## config.mk

```make
export PLATFORM = sky130hd
export DESIGN_NAME = mem_port_arbiter
export DESIGN_NICKNAME = d
export VERILOG_FILES = /design/src/rtl/mem_port_arbiter.sv
export SDC_FILE = /design/constraint.sdc
export NUM_CORES = 1
export LEC_CHECK = 0
export ABC_AREA = 1
export CAP_MARGIN = 30
export CORE_MARGIN = 3
export CORE_UTILIZATION = 30
export CTS_BUF_LIST = sky130_fd_sc_hd__clkbuf_8
export DETAILED_ROUTE_END_ITERATION = 6
export SLEW_MARGIN = 20
export SYNTH_ARGS = -nofsm -noshare
export SYNTH_HDL_FRONTEND = slang
export SYNTH_SLANG_ARGS = --single-unit
```

## constraint.sdc

```tcl
create_clock -name clk -period 1.5 [get_ports clk]
set_input_delay 0.3 -clock clk [delete_from_list [all_inputs] [get_ports clk]]
set_output_delay 0.3 -clock clk [all_outputs]
set_load 0.005 [all_outputs]
```

## src/rtl/mem_port_arbiter.sv

```systemverilog
// Round-robin arbiter sharing one 16-bit memory between the fetch and data ports.
// Each grant runs a setup / chip-select strobe / wait / capture sequence, then acks the winner.
module mem_port_arbiter #(
    parameter int unsigned WAIT_CYCLES = 1
) (
    input  logic        clk,
    input  logic        rst,
    input  logic        f_req,
    input  logic [15:0] f_addr,
    output logic        f_ack,
    output logic [15:0] f_rdata,
    input  logic        d_req,
    input  logic        d_we,
    input  logic [15:0] d_addr,
    input  logic [15:0] d_wdata,
    output logic        d_ack,
    output logic [15:0] d_rdata,
    output logic [15:0] mem_addr,
    output logic [15:0] mem_data_in,
    output logic        mem_rd,
    output logic        mem_wr,
    output logic        mem_cs,
    input  logic [15:0] mem_data_out,
    output logic        busy
);

    typedef enum logic [2:0] {
        IDLE,
        SETUP,
        STROBE,
        WAIT,
        DONE
    } state_t;

    localparam logic [3:0] WAIT_LOAD = 4'(WAIT_CYCLES - 1);

    state_t     state;
    logic [3:0] wait_cnt;
    logic       last_grant;
    logic       cur_port;
    logic       cur_we;
    logic       grant_d;
    logic       grant_f;

    // Port encoding: 0 = fetch, 1 = data. On a tie the port not served last wins.
    always_comb begin
        grant_d = d_req && (!f_req || !last_grant);
        grant_f = f_req && !grant_d;
    end

    always_ff @(posedge clk) begin
        if (rst) begin
            state       <= IDLE;
            wait_cnt    <= 4'd0;
            last_grant  <= 1'b0;
            cur_port    <= 1'b0;
            cur_we      <= 1'b0;
            f_ack       <= 1'b0;
            d_ack       <= 1'b0;
            f_rdata     <= 16'h0000;
            d_rdata     <= 16'h0000;
            mem_addr    <= 16'h0000;
            mem_data_in <= 16'h0000;
            mem_rd      <= 1'b0;
            mem_wr      <= 1'b0;
            mem_cs      <= 1'b0;
            busy        <= 1'b0;
        end else begin
            case (state)
                IDLE: begin
                    if (grant_d || grant_f) begin
                        cur_port   <= grant_d;
                        cur_we     <= grant_d && d_we;
                        last_grant <= grant_d;
                        mem_addr   <= grant_d ? d_addr : f_addr;
                        if (grant_d) begin
                            mem_data_in <= d_wdata;
                        end
                        mem_rd     <= !(grant_d && d_we);
                        mem_wr     <= grant_d && d_we;
                        busy       <= 1'b1;
                        state      <= SETUP;
                    end
                end
                SETUP: begin
                    mem_cs <= 1'b1;
                    state  <= STROBE;
                end
                STROBE: begin
                    mem_cs   <= 1'b0;
                    wait_cnt <= WAIT_LOAD;
                    state    <= WAIT;
                end
                WAIT: begin
                    // Read data is sampled on the edge that leaves WAIT; writes leave rdata alone.
                    if (wait_cnt == 4'd0) begin
                        if (!cur_we) begin
                            if (cur_port) begin
                                d_rdata <= mem_data_out;
                            end else begin
                                f_rdata <= mem_data_out;
                            end
                        end
                        if (cur_port) begin
                            d_ack <= 1'b1;
                        end else begin
                            f_ack <= 1'b1;
                        end
                        mem_rd <= 1'b0;
                        mem_wr <= 1'b0;
                        state  <= DONE;
                    end else begin
                        wait_cnt <= wait_cnt - 4'd1;
                    end
                end
                DONE: begin
                    f_ack <= 1'b0;
                    d_ack <= 1'b0;
                    busy  <= 1'b0;
                    state <= IDLE;
                end
                default: state <= IDLE;
            endcase
        end
    end

endmodule

```

Yosys cells after proc, flatten, opt, wreduce, memory -nomap -nowiden
Cells that the tools add are included.

Memory bits (read-only): 0. Input bits: 69. Bits in writable memories: 0. Bits in latches: 0. Memories: 0. Bits in registers: 79. Logic and storage cells: 72.

Multipliers: 0. Div/mod/pow operators: 0. Multiplexer cells: 20. Order comparisons: 0. $add $sub $neg: 1. Reduce and logical (&&, ||, !) cells: 26. Bitwise gates (word level): 2. Equal/unequal tests: 9. Shift operators: 0.

Operator list (number): $mux W16 (1); $pmux W1 S2 (6); $pmux W3 S4 (1); $reduce_and A3 Y1 (4); $ne A2 B2 Y1 const B (5); $reduce_bool A2 Y1 (5); $mux W1 (8); $pmux W4 S2 (1); $reduce_and A2 Y1 (4); $reduce_and A4 Y1 (2); $eq A3 B2 Y1 const B (2); $mux W3 (2); $logic_not A1 Y1 (4); $logic_not A4 Y1 (1); $mux W4 (1); $sub A4 B1 Y4 const B (1); $eq A3 B1 Y1 const B (1); $eq A3 B3 Y1 const B (1); $logic_and A1 B1 Y1 (3); $logic_not A3 Y1 (1); $logic_or A1 B1 Y1 (2); $not A1 Y1 (2).

Logic depth before layout (Yosys ltp)
Word-level depth: 8. Gate-level depth with buffers: 9.

Worst setup path after synthesis
OpenSTA, ideal clock, no wires.

Path kind: reg-to-reg. Start: register wait_cnt[0]. End: register f_rdata[0]. Buffers on the path: 1. Data arrival time: 1.256 ns. Setup time: 0.113 ns. Required time: 1.387 ns. Path slack: 0.130 ns. Stages on the path, launching flop included: 9. Cells stage by stage: dfxtp_1 inv_1 ha_1 nand2_1 nor2_4 nand2_2 buf_2 o21ai_1 nor2_1.

Longest elaborated chain between the ends: 2.

RTL lines: start: declaration (RTL line 38) `logic [3:0] wait_cnt;`; start signal: assignment (RTL line 113) `wait_cnt <= wait_cnt - 4'd1;`; $logic_not A4 Y1 (RTL line 96) `if (wait_cnt == 4'd0) begin`; $reduce_and A4 Y1 (no source line); end signal: assignment (RTL line 101) `f_rdata <= mem_data_out;`; end: declaration (RTL line 11) `output logic [15:0] f_rdata,`.

No other way between the ends. A chain may end at the register's enable or synchronous reset.

Worst setup path after layout
Start: register mem_data_in[2]. End: output mem_data_in[2].

RTL lines: start: declaration (RTL line 19) `output logic [15:0] mem_data_in,`; start signal: assignment (RTL line 77) `mem_data_in <= d_wdata;`.

No word-level cell between the ends.

==> flow_metrics.tcl <==
set metrics [dict create \
    outcome "completed" \
    netlist.top_cell.by_area "dfxtp_1" \
    global_route.overflow_total 0 \
    antennaDiodeCount 0 \
    met3_usage_pct 4.93 \
    number_of_drc_markers_after_the_initial_detailed_route_iteration 176 \
    start_kind "flop" \
    power_mw 6.05 \
    detail_route.wirelength_um 8930 \
    p_comb_share_pct 28.6 \
    slowest_delay_ns 0.49 \
    clock_insertion_delay_worst_skew_ns 0.34 \
    synth_cell_types 26 \
    avgViaCountPerCell 4.47 \
    synth_sequential_area_ratio_pct 49.2 \
    crit_path_top_delay_cell "clkdlybuf4s50_1" \
    die_width_um 110 \
    crit_path_max_fanout 2 \
    portion_of_total_power_attributed_to_sequential_cells_pct 42.0 \
    syn-instance-count 432 \
    clock_sink_count 79 \
    instances_no_fill 718 \
    globalplace.congestion 0.776 \
    share_clk_of_total_power_pct 29.4 \
    antenna_left 0 \
    crit_type "flop to output port" \
    leakagePower_nw 2.78 \
    rsz0062_at_grt "true" \
    die_area_sq_um 12000 \
    std_cell_rows 37 \
    timing.fmax_mhz 689 \
    floorplan.core_area_sq_um 10400 \
    hold_class "flop to flop" \
    skew_ns 0.00878 \
    cts.hold.buffers_added 0 \
    grt_first_pass_wirelength_um 14300 \
    mappedNetlistNets 503 \
    number_of_buffers_inserted_by_port_buffering 138 \
    total_switching_power_mw 1.79 \
    fp.dieH_um 110 \
    timing.final.setup_violations 0 \
    fin_nets 648 \
    clock_tree.root_cell "clkbuf_8" \
    area.growth.synth_to_final_pct 60.3 \
    grt_met2_use_pct 24.8 \
    yosysWarnings 0 \
    maximum_number_of_pins_on_one_net_before_global_route_repair 58 \
    timing_max_transition_violations_final 0 \
    synth.top_cell.area_share_pct 49.2 \
    timing.hold.ws_ns 0.446 \
    timing.critical_path.buf_inv 1 \
    data_arrival_time_of_the_worst_path_ns 1.15 \
    timing.slew.headroom_pct 77.0 \
    cts_inserted_buffers 9 \
    ctsHtreeMaxLevel 3 \
    syn_area_sq_um 3210 \
    clockBufferDepth 2 \
    timing.critical_path.cells "clkdlybuf4s50_1" \
    tns_ns 0 \
    start_util_pct 31.0 \
    place.detailed.hpwl_um 6560 \
    timing.final.crit_period_ns 1.45 \
    dp_cells 701 \
    final_hold_viol_count 0 \
    critPathRequiredTime_ns 1.20 \
    worst_setup_end_kind "output port" \
    critical-path-top-delay-family "buffers and inverters" \
    tritoncts_clock_tree "built" \
    clk_pin_slew_ns 0.07 \
    num_vias 3213 \
    antenna_found_initial 0 \
    synth_top_cells_by_area "dfxtp_1 49%, nor2_1 14%, nand2_1 8.2%, o21ai_0 5.6%, o21ai_1 4.8%" \
    grt_pass1_vias 3058 \
    vdd_ir_drop_max_mv 0.566 \
    wire_per_inst_um 12.4 \
    tightest_slew_ns 0.343 \
    cap_violations 0 \
    powerDensity_nw_per_um2 1170 \
    grtUsageMet1_pct 18.3 \
    ioPinCount 139 \
    finalCritPeriodShare_pct 96.8 \
    sw_frac_of_total_pct 29.6 \
    number_of_detailed_route_iterations_in_the_first_pass 4 \
    grt_use_total_pct 15.0 \
    drive_above_1_share_pct 14.4 \
    power.internal_mw 4.26 \
    global_route.peak_usage_layer "met2" \
    post-route-drc-count 0 \
    ys_ff_latch 79 \
    syn_area_per_cell_sq_um 7.44 \
]
-- cell type report --
cell class                      instances  area (sq um)
Multi-Input combinational cell        315          1460
Clock inverter                          5          78.8
Inverter                               19          78.8
Tap cell                              136           170
Clock buffer                           11           151
Sequential cell                        79          1610
Timing Repair Buffer                  153          1600
Fill cell                            1031          5220
-- logic make-up (layout without fill, tap and decap cells) --
family	count (synthesis)	count (layout)	synth area share [%]
compound gates	98	98	16.2
fa+ha+maj	2	2	0.778
buf+inv	38	188	6.23
flops	79	79	49.2
simple gates	215	215	27.6
-- cells in the mapped netlist --
| library cell | count |
|---|---|
| nand4_1 | 2 |
| clkbuf_1 | 6 |
| clkinv_2 | 1 |
| nor2_2 | 2 |
| o21ai_1 | 31 |
| buf_2 | 5 |
| a31oi_1 | 1 |
| inv_4 | 2 |
| buf_4 | 4 |
| o211ai_1 | 2 |
| o21ai_0 | 36 |
| a21oi_4 | 2 |
| nor2_1 | 120 |
| nand2_4 | 2 |
| inv_1 | 12 |
| nand2_2 | 6 |
| nand2_1 | 70 |
| nand3_4 | 1 |
| nand3_1 | 8 |
| ha_1 | 2 |
| a21oi_1 | 26 |
| nor3_1 | 2 |
| inv_2 | 4 |
| dfxtp_1 | 79 |
| nor2_4 | 2 |
| buf_6 | 4 |
-- state kept, by name, indices dropped and copies added (netlist names) --
register,cells
busy,1
cur_port,1
cur_we,1
d_ack,1
d_rdata,16
f_ack,1
f_rdata,16
mem_addr,16
mem_cs,1
mem_data_in,16
mem_rd,1
mem_wr,1
state,3
wait_cnt,4
-- path summary, 6_finish.rpt --
check	startpoint	end	slack, ns	depth (start not counted)
max	mem_data_in[2]	mem_data_in[2]	0.05	1
min reg2reg	f_ack	f_ack	0.45	2
max reg2reg	wait_cnt[0]	f_rdata[10]	0.10	8
min	f_ack	f_ack	0.45	2
-- metal layers --
layer / vias up / share of wire (%)
met5: - / 0
met4: 0 / 1.1
met3: 9 / 8.9
met2: 96 / 47
met1: 1427 / 42
li1: 1681 / -
-- tightest hold or removal path, delay by kind of cell, from the launching register on --
| kind | cells | cell delay, ns |
|---|---|---|
| buffers and inverters | 1 | 0.04 |
| AO/OA/AOI/OAI | 1 | 0.05 |
| flip-flops | 1 | 0.31 |
-- cell usage in the layout (no fill, tap or decap) --
cell type | Yosys | layout
dfxtp_1 | 79 | 53
nand4_1 | 2 | 2
clkinv_2 | 1 | 2
bufinv_16 | 0 | 2
clkbuf_8 | 0 | 11
inv_1 | 12 | 11
nand2_4 | 2 | 5
clkdlybuf4s50_1 | 0 | 69
ha_1 | 2 | 2
nand3_4 | 1 | 1
nor2_1 | 120 | 120
inv_4 | 2 | 3
a21oi_1 | 26 | 26
o211ai_1 | 2 | 2
nand2_2 | 6 | 4
nor2_2 | 2 | 2
dlymetal6s2s_1 | 0 | 34
nand3_1 | 8 | 8
o21ai_0 | 36 | 30
dfxtp_2 | 0 | 26
o21ai_1 | 31 | 34
o21ai_2 | 0 | 3
a31oi_1 | 1 | 1
inv_2 | 4 | 5
buf_12 | 0 | 5
buf_4 | 4 | 10
dlygate4sd2_1 | 0 | 35
inv_6 | 0 | 1
nand2_1 | 70 | 69
nor2_4 | 2 | 2
a21oi_4 | 2 | 2
nor3_1 | 2 | 2
-- what timing repair did --
item                                    CTS  global route
setup buffers                             1             0
hold endpoints to repair                  0             0
resized for setup                        55            58
endpoints found under the setup margin   54            72
pin swaps                                 0             2
-- per-stage QoR --
| step | area, sq um | util (%) | setup slack, ns |
|---|---|---|---|
| floorplan | 3210 | - | 0.130 |
| global placement | 4800 | 46.3 | -0.156 |
| detailed placement | 4800 | 46.3 | -0.232 |
| CTS | 5020 | 48.4 | 0.0000336 |
| global route | 5150 | 49.7 | -0.0298 |
| finish | 5150 | 49.7 | 0.0487 |
-- power by group through the flow --
stage               Combinational (mW)  Sequential (mW)  Clock, mW
finish                            1.73             2.54       1.78
CTS                               1.73             2.54       1.84
global route                      1.95             2.58       1.93
floorplan                        0.874             2.58          0
global placement                  1.79             2.58          0
detailed placement                1.82             2.58          0
(Power assumes the default switching activity.)
